`src/rtl/sd_pkg.sv`:
```
// Shared definitions for the SD card SPI path: FSM encoding and default sizing.
package sd_pkg;

    localparam int SPI_WIDTH = 16;
    localparam int SPI_DIV   = 4;
    localparam int SPI_CNT_W = 8;

    typedef enum logic [1:0] {
        ST_IDLE  = 2'd0,
        ST_LEAD  = 2'd1,
        ST_SHIFT = 2'd2,
        ST_TRAIL = 2'd3
    } spi_state_e;

    // Bits needed to count 0..width inclusive.
    function automatic int bits_w(input int width);
        return $clog2(width + 1);
    endfunction

endpackage

```
`src/rtl/spi_halfper_tick.sv`:
```
// Half-period timer: one-cycle tick every DIV clocks while enabled, held at zero otherwise.
import sd_pkg::*;

module spi_halfper_tick #(
    parameter int DIV   = SPI_DIV,
    parameter int CNT_W = SPI_CNT_W
) (
    input  logic clk,
    input  logic rst_n,
    input  logic enable_i,
    output logic tick_o
);

    localparam logic [CNT_W-1:0] LAST = CNT_W'(DIV - 1);

    logic [CNT_W-1:0] cnt_q;
    logic [CNT_W-1:0] cnt_d;

    always_comb begin
        cnt_d = cnt_q;
        if (!enable_i || (cnt_q == LAST)) begin
            cnt_d = '0;
        end else begin
            cnt_d = cnt_q + CNT_W'(1);
        end
    end

    always_ff @(posedge clk or negedge rst_n) begin
        if (!rst_n) begin
            cnt_q <= '0;
        end else begin
            cnt_q <= cnt_d;
        end
    end

    assign tick_o = enable_i && (cnt_q == LAST);

endmodule

```
`src/rtl/spi_master_engine.sv`:
```
// Mode-0 MSB-first SPI master: one WIDTH-bit full-duplex transfer per en rising edge,
// with a DIV-cycle lead-in and trail around the SCLK burst.
import sd_pkg::*;

module spi_master_engine #(
    parameter int WIDTH = SPI_WIDTH,
    parameter int DIV   = SPI_DIV,
    parameter int CNT_W = SPI_CNT_W
) (
    input  logic             clk,
    input  logic             reset,
    input  logic [WIDTH-1:0] datain,
    input  logic             en,
    output logic [WIDTH-1:0] dataout,
    output logic             done,
    output logic             sclk,
    output logic             mosi,
    input  logic             miso,
    output logic             ss
);

    localparam int                BITS_W    = bits_w(WIDTH);
    localparam logic [BITS_W-1:0] BITS_FULL = BITS_W'(WIDTH);

    logic [1:0]        rst_sync_q;
    logic              rst_n_int;

    spi_state_e        state_q, state_d;
    logic              en_q;
    logic              start;
    logic              tick;

    logic [WIDTH-1:0]  tx_q, tx_d;
    logic [WIDTH-1:0]  rx_q, rx_d;
    logic [WIDTH-1:0]  dataout_q, dataout_d;
    logic [BITS_W-1:0] bits_q, bits_d;
    logic              sclk_q, sclk_d;
    logic              mosi_q, mosi_d;
    logic              ss_q, ss_d;
    logic              done_q, done_d;

    // Reset takes effect at once but is released only on a clock edge.
    always_ff @(posedge clk or negedge reset) begin
        if (!reset) begin
            rst_sync_q <= '0;
        end else begin
            rst_sync_q <= {rst_sync_q[0], 1'b1};
        end
    end

    assign rst_n_int = rst_sync_q[1];

    assign start = en && !en_q && (state_q == ST_IDLE);

    spi_halfper_tick #(
        .DIV   (DIV),
        .CNT_W (CNT_W)
    ) u_tick (
        .clk      (clk),
        .rst_n    (rst_n_int),
        .enable_i (state_q != ST_IDLE),
        .tick_o   (tick)
    );

    always_ff @(posedge clk or negedge rst_n_int) begin
        if (!rst_n_int) begin
            state_q <= ST_IDLE;
        end else begin
            state_q <= state_d;
        end
    end

    always_comb begin
        state_d = state_q;
        case (state_q)
            ST_IDLE:  if (start) state_d = ST_LEAD;
            ST_LEAD:  if (tick) state_d = ST_SHIFT;
            ST_SHIFT: if (tick && sclk_q && (bits_q == BITS_FULL)) state_d = ST_TRAIL;
            ST_TRAIL: if (tick) state_d = ST_IDLE;
            default:  state_d = ST_IDLE;
        endcase
    end

    always_comb begin
        tx_d      = tx_q;
        rx_d      = rx_q;
        bits_d    = bits_q;
        sclk_d    = sclk_q;
        mosi_d    = mosi_q;
        ss_d      = ss_q;
        done_d    = done_q;
        dataout_d = dataout_q;
        case (state_q)
            ST_IDLE: begin
                if (start) begin
                    tx_d   = datain;
                    done_d = 1'b0;
                    ss_d   = 1'b0;
                    mosi_d = datain[WIDTH-1];
                    bits_d = '0;
                end
            end
            ST_LEAD: begin
                if (tick) begin
                    sclk_d = 1'b1;
                    rx_d   = {rx_q[WIDTH-2:0], miso};
                    bits_d = bits_q + BITS_W'(1);
                end
            end
            ST_SHIFT: begin
                if (tick) begin
                    if (sclk_q) begin
                        sclk_d = 1'b0;
                        // The fall after the last sample has no next bit to present.
                        if (bits_q != BITS_FULL) begin
                            tx_d   = {tx_q[WIDTH-2:0], 1'b0};
                            mosi_d = tx_q[WIDTH-2];
                        end
                    end else begin
                        sclk_d = 1'b1;
                        rx_d   = {rx_q[WIDTH-2:0], miso};
                        bits_d = bits_q + BITS_W'(1);
                    end
                end
            end
            ST_TRAIL: begin
                if (tick) begin
                    ss_d      = 1'b1;
                    dataout_d = rx_q;
                    done_d    = 1'b1;
                    mosi_d    = 1'b1;
                end
            end
            default: ;
        endcase
    end

    always_ff @(posedge clk or negedge rst_n_int) begin
        if (!rst_n_int) begin
            en_q      <= 1'b0;
            tx_q      <= '0;
            rx_q      <= '0;
            bits_q    <= '0;
            sclk_q    <= 1'b0;
            mosi_q    <= 1'b1;
            ss_q      <= 1'b1;
            done_q    <= 1'b0;
            dataout_q <= '0;
        end else begin
            en_q      <= en;
            tx_q      <= tx_d;
            rx_q      <= rx_d;
            bits_q    <= bits_d;
            sclk_q    <= sclk_d;
            mosi_q    <= mosi_d;
            ss_q      <= ss_d;
            done_q    <= done_d;
            dataout_q <= dataout_d;
        end
    end

    assign dataout = dataout_q;
    assign done    = done_q;
    assign sclk    = sclk_q;
    assign mosi    = mosi_q;
    assign ss      = ss_q;

endmodule
```
`config.mk`:
```
export PLATFORM = sky130hd
export DESIGN_NAME = spi_master_engine
export DESIGN_NICKNAME = d
export VERILOG_FILES = /design/src/rtl/sd_pkg.sv /design/src/rtl/spi_halfper_tick.sv /design/src/rtl/spi_master_engine.sv
export SDC_FILE = /design/constraint.sdc
export NUM_CORES = 1
export LEC_CHECK = 0
export CAP_MARGIN = 0
export CORE_UTILIZATION = 52
export CTS_BUF_LIST = sky130_fd_sc_hd__clkbuf_4
export DETAILED_ROUTE_END_ITERATION = 7
export GPL_ROUTABILITY_DRIVEN = 0
export PLACE_DENSITY = 0.78
export SYNTH_ARGS = -nofsm -noshare
export SYNTH_HDL_FRONTEND = slang
export SYNTH_HIERARCHICAL = 1
export SYNTH_SLANG_ARGS = --single-unit
```
`constraint.sdc`:
```
create_clock -name clk -period 2 [get_ports clk]
set_clock_uncertainty 0.15 [all_clocks]
set_input_delay 0.6 -clock clk [delete_from_list [all_inputs] [get_ports clk]]
set_output_delay 0.6 -clock clk [all_outputs]
set_load 0.02 [all_outputs]
```
==> run_results.csv <==
group,metric,value,unit
status,status,"complete, but fails checks",
status,violations,"setup timing",
logic_synthesis,synth_nets,323,
floorplanning,dieArea,6720,um2
sta,tightest_slew,0.609,ns
clock_network,clk_pin_slew,0.12,ns
logic_synthesis,synth.ff_latch_count,69,
logic_synthesis,netlist_area,3330,um2
sta,fin_hold_ws,0.134,ns
power_and_ir_drop,p_leak,2.24,nW
logic_synthesis,synth_ff_type,"dfrtp_1",
setup_path,arrival,2.68,ns
global_route,grt_overflow,0,
clock_network,clock-sinks,69,
sta,period_minus_slack,2.48,ns
sta,worst_slack,-0.480,ns
hold_path,hold_class,"reg2async",
floorplanning,core,6060,um2
logic_synthesis,yosys_warnings,6,
clock_network,htreeDepth,3,
routing,routed_wl,8080,um
clock_network,clock_latency,0.42,ns
setup_path,end_kind,"flop",
global_route,grt_pass1_wl,11600,um
sta,rsz0062_at_grt,"true",
routing,drc,0,
place,hpwl,4740,um
logic_synthesis,netlist_instances,295,
floorplanning,fp.dieH,82.0,um
routing,initialDrtViolationCount,181,
routing,vias,2727,
logic_synthesis,async_reset_ff_share,100,%
logic_synthesis,synth-edff-count,0,
final_layout,n_antenna_cell,0,
global_route,antenna_found_initial,0,
global_route,grt_max_degree,27,
sta,slew_headroom,59.4,%
setup_path,crit_type,"reg2reg",
final_layout,regArea,1730,um2
sta,hold_violations,0,
clock_network,clk_path_buf_depth,2,
final_layout,fillers,369,
setup_path,cp.required,2.20,ns
sta,clock.fmax,403,MHz
global_route,first_global_vias,2558,
sta,setup_violations,64,
routing,drt-pass1-iter-count,4,
sta,period_share,124,%
final_layout,fin_util,76.5,%
routing,ant_nets,0,
clock_network,cts_made_buffers,9,
logic_synthesis,synth-seq-area-share,52.0,%
clock_network,cts_tree,"built",
power_and_ir_drop,peakVddDrop,482,uV
clock_network,postCtsHoldBufs,0,
sta,slew_violations,0,
final_layout,drive_gt1_share,36.9,%
place,place_area,4130,um2
routing,routedWlPerCell,17.5,um
run,cap_violations,0,
floorplanning,start_util,54.9,%
place,io_buffers,39,
clock_network,clockRootBuffer,"clkbuf_4",
final_layout,final_nets,411,
power_and_ir_drop,p_per_area,545,nW/um2
final_layout,fin_area,4630,um2
floorplanning,die_w,82.0,um
global_route,grt_use_total,23.1,%
setup_path,path_max_fanout,8,
final_layout,syn2layout_area_growth,39.3,%
final_layout,multi_input_area,1660,um2
floorplanning,ios,40,
setup_path,start_kind,"flop",
logic_synthesis,synth_cell_types,40,
floorplanning,row_count,28,
logic_synthesis,postSynthAreaPerCell,11.3,um2
routing,viasPerCell,5.89,
per-stage QoR:
step	std cells	setup slack [ns]	total power (W)	TNS, ns
CTS	448	-0.415	0.00253	-14.20
detailed placement	430	-0.429	0.00152	-15.13
global placement	430	-0.375	0.00152	-13.77
finish	463	-0.480	0.00252	-19.43
global route	463	-0.549	0.00260	-23.05
floorplan	295	-0.288	0.00146	-10.12
sequential cells by signal, summed over array words and instances, names as in the netlist:
register      flops
state_q           2
rx_q             16
bits_q            5
ss                1
u_tick/cnt_q      8
mosi              1
done              1
en_q              1
sclk              1
dataout          16
rst_sync_q        2
tx_q             15
layout make-up:
class | count | area share, %
clock inverter | 7 | 1.94
tap | 75 | 2.02
inverter | 13 | 1.11
timing repair buffer | 95 | 20.4
multi-input combinational | 195 | 35.8
sequential | 69 | 37.3
clock buffer | 9 | 1.46
worst max-delay path: stages (launching register included):
cell and delay, ns:
dfrtp_1 0.40, or4_4 0.56, nor4b_4 0.26, buf_4 0.16, buf_8 0.14, buf_6 0.11
o22ai_4 0.05, a221oi_2 0.24, mux2_4 0.33
repair_timing:
| item | CTS | global route |
|---|---|---|
| buffers inserted | 2 | 12 |
| gates resized for setup | 27 | 42 |
| cloned | 0 | 3 |
| setup endpoints to repair | 75 | 56 |
| pin swaps | 2 | 14 |
layout by cell type, fill, tap and decap left out, types with 10 or more instances in the layout:
| master | instances |
|---|---|
| nand3_1 | 10 |
| a21o_1 | 13 |
| dlygate4sd2_1 | 18 |
| inv_1 | 11 |
| nor3_1 | 15 |
| a221oi_2 | 14 |
| o22ai_1 | 14 |
| clkdlybuf4s50_1 | 19 |
| nor2_1 | 11 |
| mux2_2 | 33 |
| buf_4 | 40 |
| nor2b_1 | 16 |
| dfrtp_1 | 66 |
Yosys cell counts (2+ instances only):
cell type / n / share of area [%]
or3_1: 3 / 0.56
o22ai_1: 16 / 3.0
clkbuf_1: 8 / 0.90
mux2_2: 34 / 12
nand3_1: 11 / 1.7
o21ai_0: 10 / 1.5
a21oi_1: 10 / 1.5
nor2_1: 12 / 1.4
ha_1: 8 / 3.0
mux2i_1: 4 / 1.2
dfrtp_1: 67 / 50
xor2_1: 2 / 0.53
a221oi_1: 14 / 3.7
nor3_1: 15 / 2.3
buf_4: 2 / 0.45
nand4_1: 2 / 0.38
inv_1: 13 / 1.5
a21o_1: 13 / 2.9
nand2_1: 8 / 0.90
nor2b_1: 17 / 3.2
dfstp_2: 2 / 1.6
buf_2: 6 / 0.90
routing by layer:
| layer | vias to the layer above | track usage [%] | wire length [um] |
|---|---|---|---|
| met2 | 68 | 37.4 | 4080 |
| met4 | 0 | 8.95 | 197 |
| met3 | 23 | 6.56 | 363 |
| met5 | - | 0 | 0 |
| met1 | 1369 | 29.0 | 3440 |
| li1 | 1267 | - | - |
logic make-up (layout without fill, tap and decap cells):
kind of cell,after synthesis,in the layout,synth area share (%)
buffers and inverters,31,124,4.17
AO/OA/AOI/OAI,70,70,15.1
adder cells (fa/ha/maj),8,8,3.01
other,1,1,0.113
AND/OR/NAND/NOR,75,75,12.1
flip-flops,69,69,52.0
multiplexers,38,38,12.7
XOR/XNOR,3,3,0.790
power breakdown:
| part | internal, W | leakage [nW] | switching [W] |
|---|---|---|---|
| clock | 0.000500 | 0.0817 | 0.000530 |
| sequential | 0.00140 | 0.838 | 0.0000121 |
| combinational | 0.0000494 | 1.32 | 0.0000348 |
| total | 0.00195 | 2.23 | 0.000577 |
final timing paths:
path | slack (ns) | to | startpoint | depth (start not counted)
min in group clk | 0.21 | rst_sync_q[1] | rst_sync_q[0] | 0
max in group asynchronous | 1.03 | state_q[1] | rst_sync_q[1] | 1
worst min-delay path | 0.13 | rx_q[5] | rst_sync_q[1] | 0
worst min register to register | 0.13 | rx_q[5] | rst_sync_q[1] | 0
worst max register to register | -0.48 | mosi | u_tick/cnt_q[6] | 8
worst max-delay path | -0.48 | mosi | u_tick/cnt_q[6] | 8
No activity file was read; power rests on OpenSTA's default activity.
